$ cat src/rtl/isp_pkg.sv
// Opcodes, response constants and FSM state encoding for the AVR ISP sequencer.
package isp_pkg;

  localparam logic [31:0] OP_PE      = 32'hAC53_0000;
  localparam logic [31:0] OP_ERASE   = 32'hAC80_0000;
  localparam logic [31:0] OP_POLL    = 32'hF000_0000;
  localparam logic [7:0]  OP_LOAD_LO = 8'h40;
  localparam logic [7:0]  OP_LOAD_HI = 8'h48;
  localparam logic [7:0]  OP_WRITE   = 8'h4C;
  localparam logic [7:0]  PE_ECHO    = 8'h53;

  // Every instruction is split into a _TX state (tx_valid high) and an _RX
  // state (rx_ready high), so exactly one instruction is ever outstanding.
  typedef enum logic [4:0] {
    S_IDLE,
    S_RST_HOLD,
    S_RST_PULSE,
    S_PE_TX,
    S_PE_RX,
    S_ERASE_TX,
    S_ERASE_RX,
    S_POLL_TX,
    S_POLL_RX,
    S_LOAD,
    S_LOAD_LO_TX,
    S_LOAD_LO_RX,
    S_LOAD_HI_TX,
    S_LOAD_HI_RX,
    S_WRITE_TX,
    S_WRITE_RX,
    S_FINISH,
    S_ERROR
  } state_t;

endpackage

$ cat src/rtl/avr_isp_sequencer.sv
// AVR ISP command sequencer: turns a start pulse plus a 16-bit flash word
// stream into reset hold, programming enable, erase, page load/write and
// busy-poll instructions for a 32-bit SPI master.
module avr_isp_sequencer
  import isp_pkg::*;
#(
  parameter int unsigned PAGE_WORDS = 32,
  parameter int unsigned RST_CYCLES = 1_000_000,
  parameter int unsigned PE_TRIES   = 4,
  parameter int unsigned POLL_MAX   = 4096
) (
  input  logic        clk,
  input  logic        rst,
  input  logic        start,
  input  logic        word_valid,
  output logic        word_ready,
  input  logic [15:0] word_data,
  input  logic        word_last,
  output logic        busy,
  output logic        done,
  output logic        error,
  output logic        isp_reset,
  output logic        tx_valid,
  input  logic        tx_ready,
  output logic [31:0] tx_data,
  input  logic        rx_valid,
  output logic        rx_ready,
  input  logic [31:0] rx_data
);

  localparam logic [15:0] PAGE_MASK = 16'(PAGE_WORDS - 1);

  state_t      state;
  state_t      state_next;
  state_t      ret_state;
  logic [31:0] rst_cnt;
  logic [31:0] poll_cnt;
  logic [31:0] pe_try;
  logic [15:0] word_addr;
  logic [15:0] page_base;
  logic [15:0] word_lat;
  logic        last_lat;
  logic        error_q;
  logic        page_end;
  logic        unused_rx;

  // Only the echo byte and the busy bit of a response carry information.
  assign unused_rx = ^{rx_data[31:16], rx_data[7:1]};

  assign page_end = (word_addr & PAGE_MASK) == PAGE_MASK;

  // State register
  always_ff @(posedge clk) begin
    if (rst) state <= S_IDLE;
    else     state <= state_next;
  end

  // Next-state logic
  always_comb begin
    state_next = state;
    case (state)
      S_IDLE:       if (start) state_next = S_RST_HOLD;
      S_RST_HOLD:   if (rst_cnt == RST_CYCLES - 32'd1) state_next = S_PE_TX;
      S_RST_PULSE:  state_next = S_RST_HOLD;
      S_PE_TX:      if (tx_ready) state_next = S_PE_RX;
      S_PE_RX: begin
        if (rx_valid) begin
          if (rx_data[15:8] == PE_ECHO)       state_next = S_ERASE_TX;
          else if (pe_try + 32'd1 < PE_TRIES) state_next = S_RST_PULSE;
          else                                state_next = S_ERROR;
        end
      end
      S_ERASE_TX:   if (tx_ready) state_next = S_ERASE_RX;
      S_ERASE_RX:   if (rx_valid) state_next = S_POLL_TX;
      S_POLL_TX:    if (tx_ready) state_next = S_POLL_RX;
      S_POLL_RX: begin
        if (rx_valid) begin
          if (!rx_data[0])                      state_next = ret_state;
          else if (poll_cnt + 32'd1 >= POLL_MAX) state_next = S_ERROR;
          else                                  state_next = S_POLL_TX;
        end
      end
      S_LOAD:       if (word_valid) state_next = S_LOAD_LO_TX;
      S_LOAD_LO_TX: if (tx_ready) state_next = S_LOAD_LO_RX;
      S_LOAD_LO_RX: if (rx_valid) state_next = S_LOAD_HI_TX;
      S_LOAD_HI_TX: if (tx_ready) state_next = S_LOAD_HI_RX;
      S_LOAD_HI_RX: begin
        if (rx_valid) state_next = (page_end || last_lat) ? S_WRITE_TX : S_LOAD;
      end
      S_WRITE_TX:   if (tx_ready) state_next = S_WRITE_RX;
      S_WRITE_RX:   if (rx_valid) state_next = S_POLL_TX;
      S_FINISH:     state_next = S_IDLE;
      S_ERROR:      state_next = S_IDLE;
      default:      state_next = S_IDLE;
    endcase
  end

  // Counters, latched word, poll return target and sticky error
  always_ff @(posedge clk) begin
    if (rst) begin
      rst_cnt   <= '0;
      poll_cnt  <= '0;
      pe_try    <= '0;
      word_addr <= '0;
      page_base <= '0;
      word_lat  <= '0;
      last_lat  <= 1'b0;
      error_q   <= 1'b0;
      ret_state <= S_LOAD;
    end else begin
      case (state)
        S_IDLE: begin
          if (start) begin
            error_q   <= 1'b0;
            word_addr <= '0;
            pe_try    <= '0;
            rst_cnt   <= '0;
            last_lat  <= 1'b0;
          end
        end
        S_RST_HOLD:  rst_cnt <= rst_cnt + 32'd1;
        S_RST_PULSE: rst_cnt <= '0;
        S_PE_RX: begin
          if (rx_valid && rx_data[15:8] != PE_ECHO) pe_try <= pe_try + 32'd1;
        end
        S_ERASE_RX: begin
          if (rx_valid) begin
            poll_cnt  <= '0;
            ret_state <= S_LOAD;
          end
        end
        S_POLL_RX: if (rx_valid) poll_cnt <= poll_cnt + 32'd1;
        S_LOAD: begin
          if (word_valid) begin
            word_lat <= word_data;
            last_lat <= word_last;
          end
        end
        S_LOAD_HI_RX: begin
          if (rx_valid) begin
            // Page base comes from the address of the word just loaded,
            // captured before the increment moves it into the next page.
            page_base <= word_addr & ~PAGE_MASK;
            word_addr <= word_addr + 16'd1;
          end
        end
        S_WRITE_RX: begin
          if (rx_valid) begin
            poll_cnt  <= '0;
            ret_state <= last_lat ? S_FINISH : S_LOAD;
          end
        end
        default: ;
      endcase
      if (state_next == S_ERROR) error_q <= 1'b1;
    end
  end

  // Output decode
  always_comb begin
    busy       = (state != S_IDLE);
    done       = (state == S_FINISH);
    error      = error_q;
    isp_reset  = !(state inside {S_IDLE, S_RST_PULSE, S_FINISH, S_ERROR});
    word_ready = (state == S_LOAD);
    tx_valid   = state inside {S_PE_TX, S_ERASE_TX, S_POLL_TX, S_LOAD_LO_TX,
                               S_LOAD_HI_TX, S_WRITE_TX};
    rx_ready   = state inside {S_PE_RX, S_ERASE_RX, S_POLL_RX, S_LOAD_LO_RX,
                               S_LOAD_HI_RX, S_WRITE_RX};
    tx_data    = '0;
    case (state)
      S_PE_TX:      tx_data = OP_PE;
      S_ERASE_TX:   tx_data = OP_ERASE;
      S_POLL_TX:    tx_data = OP_POLL;
      S_LOAD_LO_TX: tx_data = {OP_LOAD_LO, 8'h00, word_addr[7:0], word_lat[7:0]};
      S_LOAD_HI_TX: tx_data = {OP_LOAD_HI, 8'h00, word_addr[7:0], word_lat[15:8]};
      S_WRITE_TX:   tx_data = {OP_WRITE, page_base[15:8], page_base[7:0], 8'h00};
      default:      tx_data = '0;
    endcase
  end

endmodule
$ cat config.mk
export PLATFORM = sky130hd
export DESIGN_NAME = avr_isp_sequencer
export DESIGN_NICKNAME = d
export VERILOG_FILES = /design/src/rtl/isp_pkg.sv /design/src/rtl/avr_isp_sequencer.sv
export SDC_FILE = /design/constraint.sdc
export NUM_CORES = 1
export LEC_CHECK = 0
export CAP_MARGIN = 20
export CORE_ASPECT_RATIO = 0.9
export CORE_UTILIZATION = 30
export CTS_CLUSTER_SIZE = 12
export DETAILED_ROUTE_END_ITERATION = 10
export SLEW_MARGIN = 0
export SYNTH_ARGS = -nofsm -noshare
export SYNTH_HDL_FRONTEND = slang
export SYNTH_SLANG_ARGS = --single-unit
$ cat constraint.sdc
create_clock -name clk -period 3.4 [get_ports clk]
set_input_delay 1.02 -clock clk [delete_from_list [all_inputs] [get_ports clk]]
set_output_delay 1.02 -clock clk [all_outputs]
set_load 0.01 [all_outputs]
# Word level (Yosys, flattened, before mapping)
# Cells that the tools add are included.
dict set report word_totals {
  reg_bits 151
  in_bits 55
  output_inout_bits 39
  elab_cells 112
}
dict set report classes {
  n_addsub 4
  magnitude_cmp 2
  eq_ne 30
  mux 40
  reduce_logical 26
}
# cell count
set ops {}
lappend ops {{32-bit one-hot mux with 6 select lines} 1}
lappend ops {{32-bit 2-to-1 mux} 4}
lappend ops {{32-bit one-hot mux with 2 select lines} 2}
lappend ops {{5-bit 2-to-1 mux} 21}
lappend ops {{32-bit by 1-bit adder with 32-bit output (second input constant)} 3}
lappend ops {{32-bit one-hot mux with 3 select lines} 1}
lappend ops {{5-bit one-hot mux with 15 select lines} 1}
lappend ops {{5-bit by 4-bit equality test with 1-bit output (second input constant)} 8}
lappend ops {{32-bit by 20-bit equality test with 1-bit output (second input constant)} 1}
lappend ops {{32-bit by 13-bit >= comparator with 1-bit output (second input constant)} 1}
lappend ops {{32-bit by 3-bit less-than comparator with 1-bit output (second input constant)} 1}
lappend ops {{16-bit 2-to-1 mux} 2}
lappend ops {{16-bit one-hot mux with 2 select lines} 1}
lappend ops {{5-bit by 3-bit equality test with 1-bit output (second input constant)} 4}
lappend ops {{5-bit equality test (second input constant)} 4}
lappend ops {{16-bit by 1-bit adder with 16-bit output (second input constant)} 1}
lappend ops {{3-bit AND reduction} 5}
lappend ops {{2-bit != test (second input constant)} 7}
lappend ops {{2-bit nonzero test} 7}
lappend ops {{6-bit nonzero test} 2}
lappend ops {{5-bit by 2-bit equality test with 1-bit output (second input constant)} 2}
lappend ops {{5-bit one-hot mux with 2 select lines} 1}
lappend ops {{8-bit by 7-bit equality test with 1-bit output (second input constant)} 1}
lappend ops {{8-bit by 7-bit != test with 1-bit output (second input constant)} 1}
lappend ops {{other kinds (14)} 20}

# Logic depth before layout (Yosys ltp)
dict set report logic_depth {
  word_depth 9
  mapped_depth 11
  depth_no_buf 10
}

# Least setup slack after synthesis
# No wires, ideal clock.
dict set report synth_timing {
  path_kind {register to output}
  from {register state[3]}
  to {output port tx_data[13]}
  arrival_ns 2.267
  required_ns 2.380
  setup_slack_ns 0.113
  path_stages_with_launch 8
  n_path_buf 3
  cell_sequence {dfxtp_1 > clkbuf_1 > or3b_2 > clkbuf_1 > nor3_1 > or2_2 > clkbuf_1 > a32o_1}
}
dict set report synth_between {
  elab_chain_len 2
  elab_cells_between_ends 7
  cone_classes {eq/ne (6); mux (1)}
}
# item line
set synth_lines {}
lappend synth_lines {{start: declaration} avr_isp_sequencer.sv:33} ;# state_t state;
lappend synth_lines {{start signal: assignment} avr_isp_sequencer.sv:55} ;# else state <= state_next;
lappend synth_lines {{5-bit by 4-bit equality test with 1-bit output (tied with other cells)} avr_isp_sequencer.sv:171} ;# case (state)
lappend synth_lines {{32-bit one-hot mux with 6 select lines (*)} avr_isp_sequencer.sv:171}
lappend synth_lines {{end: declaration} avr_isp_sequencer.sv:25} ;# output logic [31:0] tx_data,
# Mark *: on every way between the ends. The rest lies on a longest branch, timed or not.

# Final worst setup path
dict set report layout_timing {
  from {register state[4]}
  to {output port tx_data[8]}
}
# The elaborated chain is that of the path after synthesis.

==> flow_summary.rst <==
.. list-table::
   :header-rows: 1

   * - Metric
     - Value
   * - Run status
     - complete, no violations
   * - Remaining max-slew budget at the tightest pin
     - 0.5599
   * - Warnings, synthesis
     - 0
   * - Post-route met1 wirelength
     - 11.75 mm
   * - Count of port buffers added during placement
     - 68
   * - Final core utilization
     - 0.3730
   * - Number of max-cap violations
     - 0
   * - Post-Route Skew
     - 12.15 ps
   * - Via count of the first global-routing pass
     - 7734
   * - Core footprint
     - 28010 sq um
   * - Synth Register Bits
     - 148
   * - Post-route DRC violation count
     - 0
   * - Critical path endpoint
     - tx_data[8]
   * - Internal power component
     - 2.789 mW
   * - Netlist area before placement
     - 8581 sq um
   * - Largest cells by area after synthesis
     - sky130_fd_sc_hd__dfxtp_1 35%, sky130_fd_sc_hd__a21oi_1 6.6%, sky130_fd_sc_hd__nor2_1 6.1%, sky130_fd_sc_hd__nand2_1 5.9%, sky130_fd_sc_hd__xor2_1 4.5%
   * - Synth Instances
     - 1154
   * - Longest individual stage delay on the worst path
     - 540 ps
   * - Highest clock rate
     - 0.2975 GHz
   * - Setup TNS
     - 0 ps
   * - Final instance count without filler cells
     - 1586
   * - Share of the cycle needed by the critical path after routing
     - 0.9885
   * - Area leader, netlist
     - sky130_fd_sc_hd__dfxtp_1
   * - NumNets Final
     - 1272
   * - Number of fill cells
     - 2946
   * - Root Driver
     - sky130_fd_sc_hd__clkbuf_16
   * - Register area share after synthesis
     - 0.3453
   * - Required time of the critical path
     - 2380 ps
   * - Reg-to-reg setup timing slack
     - 300 ps
   * - Uppermost signal routing layer after detailed routing
     - met4
   * - First-pass GRT wire length
     - 39.08 mm
   * - Maximum buffer depth of the clock tree
     - 2
   * - First-pass iteration count of the detailed router
     - 5
   * - Leak Pwr
     - 3.593 nW
   * - Drt total wl
     - 23.62 mm
   * - Tightest Pin Transition
     - 660.1 ps
   * - Insertion delay of the later-clocked pin in the worst-skew pair
     - 440 ps
   * - Met3 Wirelength
     - 1.249 mm
   * - Met2 WL post-DR
     - 10.28 mm
   * - CP Buf/Inv Count
     - 1
   * - Nature of the critical path startpoint
     - flip-flop
   * - Top library cells by usage in the layout, fill and taps aside
     - 146 x sky130_fd_sc_hd__dfxtp_1, 140 x sky130_fd_sc_hd__nor2_1, 135 x sky130_fd_sc_hd__nand2_1
   * - RSZ-0062 raised after global routing
     - yes
   * - Peak fanout along the critical path
     - 8
   * - Number of antenna violations at the first check in global routing
     - 1
   * - Area growth from synthesis to layout
     - 21.76%
   * - Post-Layout Inst Area
     - 10450 sq um
   * - Area fraction of the dominant cell type after synthesis
     - 0.3453
   * - Drt first-iter violations
     - 546
   * - Pre-CTS setup slack
     - 167.5 ps
   * - TritonCTS Sinks
     - 148
   * - Std-Cell Rows
     - 58
   * - Average instance area after synthesis
     - 7.436 sq um
   * - Synth cell types
     - 73
   * - Cell breakdown of the critical path
     - or3b_4 > nor3_4 > or2_2 > and2_1 > clkdlybuf4s50_1
   * - Post-DP HPWL
     - 16.40 mm
   * - Die Width
     - 180.3 um
   * - Asr flop ratio synth
     - 0
   * - Buffers inserted during post-CTS setup optimization
     - 0
   * - Clock-pin slew reported for the worst setup and hold paths after clock tree synthesis
     - 70 ps
   * - Final setup violation count
     - 0
   * - Number of cells traversed by the worst register-to-register path
     - 9
   * - Number of nets with antenna violations after detailed routing
     - 0
   * - Worst IR drop on VDD
     - 0.0003698 V
   * - Number of logic stages on the critical path including buffering
     - 5
   * - I/O Pins
     - 94
   * - TritonCTS buffer count
     - 17
   * - Number of H-tree levels
     - 4
   * - Starting density of the core
     - 0.3063
   * - Total chip power
     - 3.785 mW
   * - Sequential Power Share
     - 0.460
   * - Hold crit path type
     - flip-flop to flip-flop
   * - Most common cell after layout, fill and taps aside
     - sky130_fd_sc_hd__dfxtp_1
   * - Number of enable-type register cells in the synthesized netlist
     - 0
   * - Sum of overflow across all layers after global routing
     - 0
   * - CTS tree
     - built
   * - Pin count of the biggest net entering global routing
     - 46
   * - Placer's final routability congestion estimate
     - 0.8784
   * - Share of post-route cells with drive strength above 1
     - 0.09633
   * - Crit path max-delay family
     - simple AND/OR/NAND/NOR gates
   * - Critical Path Start
     - state[4]$_SDFF_PP0_
   * - Placed cell area
     - 9817 sq um
   * - Instance count after placement with tap cells included
     - 1553
   * - Worst Setup End Kind
     - primary output
   * - Type of the setup path with the least slack
     - flip-flop to primary output
   * - Portion of total power attributed to combinational logic
     - 0.042
   * - Chip height
     - 162.4 um
   * - Most used flip-flop cell after synthesis
     - sky130_fd_sc_hd__dfxtp_1
   * - Vias per Instance
     - 5.417
   * - Number of vias after detailed routing
     - 8592
   * - Final-report hold violation count
     - 0
   * - Share of total power in the clock network
     - 0.498
   * - Overall Global Routing Usage
     - 0.1614
   * - Critical R2R Launch
     - pe_try[3]$_SDFFE_PP0P_
   * - Worst r2r dst
     - error$_SDFFE_PP0P_
   * - Fin Hold WS
     - 453.0 ps
   * - Per-cell routed wire length
     - 14.89 um
   * - Net Switching
     - 0.9963 mW
   * - Total power per unit cell area
     - 362.3 nW/um^2
   * - Switching share of power
     - 0.2632
   * - Minimum clock period after layout
     - 3361 ps
   * - Cts-stage hold buffer count
     - 0
   * - Data arrival time of the critical path
     - 2340 ps
   * - Slack of the critical path
     - 39.03 ps
   * - Slew Limit Fails
     - 0
   * - Crit-path slowest cell
     - sky130_fd_sc_hd__clkdlybuf4s50_1
   * - Die Area
     - 29280 sq um
power by group through the flow:
stage,logic (mW),clock network [mW],registers (mW)
finish,0.160,1.89,1.74
detailed placement,0.159,0,1.78
floorplan,0.0779,0,1.78
global route,0.175,2.00,1.74
CTS,0.160,1.93,1.74
global placement,0.158,0,1.78
layer usage:
metal / track usage / up-vias
met3: 0.03578 / 38
met2: 0.2463 / 231
met1: 0.2238 / 4019
met5: 0 / -
met4: 0.05478 / 0
li1: - / 4304
worst min-delay path by stage:
stage | from | end | slack, ps | cells after the start
after floorplan | page_base[10]$_SDFFE_PP0P_ | page_base[10]$_SDFFE_PP0P_ | 430 | 2
after global placement | page_base[10]$_SDFFE_PP0P_ | page_base[10]$_SDFFE_PP0P_ | 440 | 2
after detailed placement | page_base[10]$_SDFFE_PP0P_ | page_base[10]$_SDFFE_PP0P_ | 440 | 2
after CTS | page_base[10]$_SDFFE_PP0P_ | page_base[10]$_SDFFE_PP0P_ | 450 | 2
after global routing | word_lat[14]$_SDFFE_PP0P_ | word_lat[14]$_SDFFE_PP0P_ | 470 | 2
final | page_base[10]$_SDFFE_PP0P_ | page_base[10]$_SDFFE_PP0P_ | 450 | 2
state kept, by name, summed over array words and instances, names as in the netlist:
| name | flops |
|---|---|
| page_base | 11 |
| state | 5 |
| rst_cnt | 32 |
| word_addr | 16 |
| error | 1 |
| ret_state | 2 |
| pe_try | 32 |
| last_lat | 1 |
| word_lat | 16 |
| poll_cnt | 32 |
layout make-up:
| type | count | area (sq um) | area share |
|---|---|---|---|
| Tap cell | 360 | 450.4 | 0.04311 |
| Inverter | 15 | 56.30 | 0.005389 |
| Timing Repair Buffer | 127 | 1139 | 0.1090 |
| Sequential cell | 148 | 2965 | 0.2838 |
| Clock inverter | 15 | 162.7 | 0.01557 |
| Clock buffer | 17 | 425.4 | 0.04072 |
| Multi-Input combinational cell | 903 | 5246 | 0.5022 |
| Antenna cell | 1 | 2.502 | 0.0002395 |
tightest hold or removal path: stages, from the launching register on:
cell and delay, ps:
sky130_fd_sc_hd__dfxtp_1 310, sky130_fd_sc_hd__nand2_1 50, sky130_fd_sc_hd__a21oi_1 50
synth_stat cells (all sizes together), types with 2 or more instances:
| master | instances |
|---|---|
| dfxtp | 148 |
| nor2 | 141 |
| nand2 | 135 |
| a21oi | 113 |
| clkbuf | 73 |
| o21ai | 58 |
| nand3 | 50 |
| xor2 | 44 |
| nand4 | 41 |
| nor3 | 38 |
| and3 | 31 |
| nor4 | 24 |
| and2 | 19 |
| or3 | 18 |
| a311oi | 17 |
| buf | 16 |
| xnor2 | 16 |
| inv | 15 |
| and4 | 13 |
| a31oi | 12 |
| or4 | 12 |
| nand3b | 10 |
| a211oi | 9 |
| a22o | 8 |
| a22oi | 7 |
| nand4b | 6 |
| o31ai | 6 |
| ha | 5 |
| nor2b | 5 |
| o211ai | 5 |
| a41oi | 4 |
| nand2b | 4 |
| nor4b | 4 |
| o21a | 4 |
| or2 | 4 |
| a211o | 3 |
| a32o | 3 |
| mux2i | 3 |
| a2111oi | 2 |
| a21o | 2 |
| a31o | 2 |
| nor3b | 2 |
| o22ai | 2 |
| o2bb2ai | 2 |
| o311a | 2 |
repair_timing:
item,CTS,global route
pin swaps,0,0
gates resized for setup,4,8
setup endpoints to repair,16,15
cells by family after synthesis:
kind of cell    share of synthesized area
xor+xnor                          0.06124
compound gates                     0.1950
simple gates                       0.3377
flops                              0.3453
buf+inv                           0.04826
mux                              0.004812
other cells                     0.0004370
fa+ha+maj                        0.007291
Power figures use the tool's default switching activity.
